## src/rtl/simd_mul_arbiter_pkg.sv

```systemverilog
// Shared types for the SIMD multiplier arbiter: element/strobe types, op codes,
// the multiplier request bundle and the performance counter width.
package simd_mul_arbiter_pkg;

  localparam int unsigned ELEN = 64;

  typedef logic [ELEN-1:0]   elen_t;
  typedef logic [ELEN/8-1:0] strb_t;

  typedef enum logic [2:0] {
    VMUL,
    VMULH,
    VMULHU,
    VMACC,
    VNMSAC,
    VMADD,
    VNMSUB
  } ara_op_e;

  typedef struct packed {
    ara_op_e op;
    elen_t   a;
    elen_t   b;
    elen_t   c;
    strb_t   mask;
  } mul_req_t;

  localparam int unsigned SimdMulArbPerfW = 32;

  function automatic int unsigned id_width(input int unsigned n);
    return (n > 1) ? $clog2(n) : 1;
  endfunction

endpackage

```

## src/rtl/simd_mul_arb_tag_fifo.sv

```systemverilog
// Order-preserving FIFO of requester IDs for operations in flight in the
// multiplier. Depth need not be a power of two; push and pop may coincide when full.
module simd_mul_arb_tag_fifo #(
  parameter int unsigned Depth = 1,
  parameter int unsigned Width = 1,
  parameter int unsigned CntW  = $clog2(Depth + 1)
) (
  input  logic             clk_i,
  input  logic             rst_i,
  input  logic             push_i,
  input  logic             pop_i,
  input  logic [Width-1:0] data_i,
  output logic [Width-1:0] data_o,
  output logic             full_o,
  output logic             empty_o,
  output logic [CntW-1:0]  usage_o
);

  localparam int unsigned PtrW = (Depth > 1) ? $clog2(Depth) : 1;
  localparam logic [PtrW-1:0] LastPtr = PtrW'(Depth - 1);

  logic [Width-1:0] mem [Depth];
  logic [PtrW-1:0]  wptr, rptr;
  logic [CntW-1:0]  cnt;

  always_ff @(posedge clk_i) begin
    if (rst_i) begin
      wptr <= '0;
      rptr <= '0;
      cnt  <= '0;
    end else begin
      if (push_i) wptr <= (wptr == LastPtr) ? '0 : wptr + PtrW'(1);
      if (pop_i)  rptr <= (rptr == LastPtr) ? '0 : rptr + PtrW'(1);
      case ({push_i, pop_i})
        2'b10:   cnt <= cnt + CntW'(1);
        2'b01:   cnt <= cnt - CntW'(1);
        default: cnt <= cnt;
      endcase
    end
  end

  // Tag storage carries no reset; validity is tracked by cnt alone.
  always_ff @(posedge clk_i) begin
    if (push_i) mem[wptr] <= data_i;
  end

  assign data_o  = mem[rptr];
  assign full_o  = (cnt == CntW'(Depth));
  assign empty_o = (cnt == '0);
  assign usage_o = cnt;

endmodule

```

## src/rtl/simd_mul_arbiter.sv

```systemverilog
// Round-robin sharing of one pipelined SIMD multiplier among NumReq requesters,
// with in-order result routing. Optional perf counters: SIMD_MUL_ARB_PERF_EN.
module simd_mul_arbiter
  import simd_mul_arbiter_pkg::*;
#(
  parameter int unsigned NumReq      = 2,
  parameter int unsigned NumPipeRegs = 0,
  parameter int unsigned MaxInflight = NumPipeRegs + 1,
  parameter int unsigned IdWidth     = id_width(NumReq)
) (
  input  logic                  clk_i,
  input  logic                  rst_i,
  input  logic [NumReq-1:0]     req_valid_i,
  output logic [NumReq-1:0]     req_ready_o,
  input  mul_req_t [NumReq-1:0] req_i,
  output logic                  mul_valid_o,
  input  logic                  mul_ready_i,
  output mul_req_t              mul_req_o,
  input  logic                  mul_valid_i,
  output logic                  mul_ready_o,
  input  elen_t                 mul_result_i,
  input  strb_t                 mul_mask_i,
  output logic [NumReq-1:0]     res_valid_o,
  input  logic [NumReq-1:0]     res_ready_i,
  output elen_t                 res_result_o,
  output strb_t                 res_mask_o
`ifdef SIMD_MUL_ARB_PERF_EN
  ,
  output logic [NumReq-1:0][SimdMulArbPerfW-1:0] perf_grant_cnt_o,
  output logic [SimdMulArbPerfW-1:0]             perf_stall_cnt_o
`endif
);

  localparam int unsigned CntW = $clog2(MaxInflight + 1);
  localparam logic [IdWidth-1:0] LastId = IdWidth'(NumReq - 1);

  logic [IdWidth-1:0] rr_ptr, lock_idx, rr_idx, grant_idx, head;
  logic               lock, rr_found, grant_vld, issue_hs;
  logic               fifo_full, fifo_empty, fifo_pop;
  logic [CntW-1:0]    fifo_usage;

  // Scan from rr_ptr upwards; descending loop so the closest index wins.
  always_comb begin
    logic [IdWidth-1:0] idx;
    rr_idx   = rr_ptr;
    rr_found = 1'b0;
    for (int i = NumReq - 1; i >= 0; i--) begin
      idx = IdWidth'((int'(rr_ptr) + i) % NumReq);
      if (req_valid_i[idx]) begin
        rr_found = 1'b1;
        rr_idx   = idx;
      end
    end
  end

  assign grant_idx   = lock ? lock_idx : rr_idx;
  assign grant_vld   = !rst_i && (lock ? req_valid_i[lock_idx] : rr_found) &&
                       (!fifo_full || fifo_pop);
  assign issue_hs    = grant_vld && mul_ready_i;
  assign mul_valid_o = grant_vld;
  assign mul_req_o   = grant_vld ? req_i[grant_idx] : '0;

  always_comb begin
    req_ready_o = '0;
    if (grant_vld) req_ready_o[grant_idx] = mul_ready_i;
  end

  always_ff @(posedge clk_i) begin
    if (rst_i) begin
      rr_ptr   <= '0;
      lock     <= 1'b0;
      lock_idx <= '0;
    end else if (issue_hs) begin
      rr_ptr <= (grant_idx == LastId) ? '0 : grant_idx + IdWidth'(1);
      lock   <= 1'b0;
    end else if (grant_vld) begin
      lock     <= 1'b1;
      lock_idx <= grant_idx;
    end
  end

  simd_mul_arb_tag_fifo #(
    .Depth (MaxInflight),
    .Width (IdWidth),
    .CntW  (CntW)
  ) i_tag_fifo (
    .clk_i   (clk_i),
    .rst_i   (rst_i),
    .push_i  (issue_hs),
    .pop_i   (fifo_pop),
    .data_i  (grant_idx),
    .data_o  (head),
    .full_o  (fifo_full),
    .empty_o (fifo_empty),
    .usage_o (fifo_usage)
  );

  // A stalled head requester blocks every return, keeping results in issue order.
  assign mul_ready_o = !rst_i && !fifo_empty && res_ready_i[head];
  assign fifo_pop    = mul_valid_i && mul_ready_o;

  always_comb begin
    res_valid_o = '0;
    if (!rst_i && !fifo_empty) res_valid_o[head] = mul_valid_i;
  end

  assign res_result_o = rst_i ? '0 : mul_result_i;
  assign res_mask_o   = rst_i ? '0 : mul_mask_i;

`ifdef SIMD_MUL_ARB_PERF_EN
  always_ff @(posedge clk_i) begin
    if (rst_i) begin
      perf_grant_cnt_o <= '0;
      perf_stall_cnt_o <= '0;
    end else begin
      for (int r = 0; r < NumReq; r++) begin
        if (issue_hs && grant_idx == IdWidth'(r) && perf_grant_cnt_o[r] != '1)
          perf_grant_cnt_o[r] <= perf_grant_cnt_o[r] + SimdMulArbPerfW'(1);
      end
      if (|req_valid_i && !issue_hs && perf_stall_cnt_o != '1)
        perf_stall_cnt_o <= perf_stall_cnt_o + SimdMulArbPerfW'(1);
    end
  end
`endif

`ifndef SYNTHESIS
  a_no_orphan_result : assert property (@(posedge clk_i) disable iff (rst_i)
    !(mul_valid_i && fifo_empty));
  a_usage_bound : assert property (@(posedge clk_i) disable iff (rst_i)
    fifo_usage <= CntW'(MaxInflight));
`endif

endmodule

```

## config.mk

```make
export PLATFORM = sky130hd
export DESIGN_NAME = simd_mul_arbiter
export DESIGN_NICKNAME = d
export VERILOG_FILES = /design/src/rtl/simd_mul_arbiter_pkg.sv /design/src/rtl/simd_mul_arb_tag_fifo.sv /design/src/rtl/simd_mul_arbiter.sv
export SDC_FILE = /design/constraint.sdc
export NUM_CORES = 1
export LEC_CHECK = 0
export ABC_AREA = 1
export BUFFER_PORTS_ARGS = -buffer_cell sky130_fd_sc_hd__buf_2
export CORE_AREA = 3 3 295 297
export DETAILED_ROUTE_END_ITERATION = 10
export DIE_AREA = 0 0 298 300
export SYNTH_ARGS = -nofsm -noshare
export SYNTH_HDL_FRONTEND = slang
export SYNTH_HIERARCHICAL = 1
export SYNTH_SLANG_ARGS = --single-unit
```

## constraint.sdc

```tcl
create_clock -name clk_i -period 4.15 [get_ports clk_i]
set_input_delay 0.83 -clock clk_i [delete_from_list [all_inputs] [get_ports clk_i]]
set_output_delay 0.83 -clock clk_i [all_outputs]
set_load 0.01 [all_outputs]
```

==> qor.yml <==
drt:
  drtPass1Iterations: 5
  wl_met3_um: 6360
  wl_per_cell_um: 18.4
  drt_wl_total_um: 50800
  drc: 0
  drt-initial-drc-count: 673
  ant_nets: 0
  route.layer.met1.wl_um: 18800
  met2WireLength_um: 23800
  vias: 8824
  highest-signal-layer: "met5"
  via_per_inst: 3.19
power_and_ir_drop:
  fin_total_pwr_mw: 1.37
  ir_drop_mv: 0.220
  power_density_nw_per_um2: 152
  p_leak_nw: 5.37
setup_path:
  worst_setup_path_end_kind: "output pin"
  r2r_cells: 9
  critical_path.max_fanout: 76
  cp-startpoint: "req_valid_i[1]"
  cp_data_arrival_time_ps: 2660
  reg2reg_to: "lock"
  required_ps: 3320
  crit_end: "mul_req_o[127]"
  worst-setup-path-type: "in -> out"
  reg2reg_slack_ps: 2320
  reg2reg_from: "i_tag_fifo/mem[0]"
  cp-start-kind: "primary input"
grt:
  grt_antenna_before_repair: 87
  grt-ovfl-total: 0
  grt_max_degree: 93
  grt_pass1_vias: 8005
  grtUsageTotal_pct: 10.4
  grt_pass1_wl_um: 64700
sta:
  holdWs_ps: 527
  setup_tns_ps: 0
  fin_skew_ps: 1.29
  finalSetupViolations: 0
  final_hold_viol_count: 0
  post-route-period-util_pct: 84.1
  grt_setup_unrepaired: "no"
  fmax_mhz: 286
  fin_ws_ps: 658
  min_period_ps: 3490
  maxSlewHeadroom_pct: 62.6
  slew_viol_final: 0
  worst_pin_slew_ps: 561
synth:
  syn-cell-area_um2: 3770
  avgSynthCellArea_um2: 4.26
  syn_nets: 1373
  syn_inst: 887
  yosysWarningCount: 6
place:
  place.gp.congestion: 0.949
  dpl_cell_area_um2: 8890
  place_hpwl_um: 46500
  place_ws_ps: 703
  place_inst: 2736
  port_buffers: 766
floorplan:
  die_h_um: 300
  dieArea_um2: 89400
  coreArea_um2: 84900
  dieWidth_um: 298
  boundaryPins: 767
  start_util_pct: 4.45
  rows: 107
run:
  cap_violations: 0
cells_and_area:
  multi_input_area_um2: 3000
  design_area_um2: 9020
  register_area_um2: 110
  fin_nets: 2083
  drive_gt1_share_pct: 49.2
  fin_util_pct: 10.6
  final_cells: 2762
  fillCellCount: 10200
  area_delta_synth_final_pct: 139
clock_network:
  cts.clk_slew.worst_paths_ps: 30
  cts_setup_buffers: 0
  cts_buffers: 3
  cts.sinks: 5
  clk_latency_ps: 230
  cts_tree: "built"
  cts_root_buf: "clkbuf_16"
  clock_path_buffers: 2
  hold_buffers: 0
  cts-htree-levels: 1
  cts.repair.resized: 0
min_path:
  min_path_type: "reg -> reg"
run_status:
  outcome: "completed"
[critical path, stage by stage]
cell     delay (ps)
buf_2           100
inv_1            60
a21oi_1          60
nand2_1         150
nand2_8         220
inv_8           280
buf_12          310
nand2_1          90
a21oi_1         230
buf_2           180
[placed cells by master (no fill, tap or decap), drive strengths merged]
master and instances:
a21oi 207, buf 779, clkbuf 4, dfxtp 4
diode 22, edfxtp 1, inv 88, nand2 425
nand3 4, nor2 81, nor3 2, o21ai 1
[flip-flops by register name, summed over array words and instances, names as in the netlist]
signal,flops
i_tag_fifo/full_o,1
i_tag_fifo/mem,1
lock,1
lock_idx,1
rr_ptr,1
[per-layer routing]
layer,global-route usage (%),vias to the layer above
met4,3.14,56
met5,0,-
met1,11.4,3849
met3,5.15,129
li1,-,4169
met2,17.8,621
[report_power, final]
group | switching (mW) | internal, mW | leakage [nW] | total (mW)
Sequential | 0.00236 | 0.0540 | 0.0423 | 0.0564
Clock | 0.0340 | 0.128 | 0.0383 | 0.162
Combinational | 0.700 | 0.453 | 5.29 | 1.15
[cell type report]
class	instances	share of cell area (%)
diodes	22	0.610
clock buffers	4	0.874
inverters	88	3.75
multi-input cells	720	33.2
flip-flops and latches	5	1.22
well taps	1144	15.9
repair buffers	779	44.4
[worst min-delay path by stage]
stage	from	end	slack (ps)	cells past startpoint
after CTS	lock	lock	520	2
after global placement	lock	lock	510	2
after global routing	rr_ptr	rr_ptr	570	4
after detailed placement	lock	lock	520	2
after floorplan	lock	lock	490	2
final	lock	lock	530	2
No activity file was read; power rests on OpenSTA's default activity.
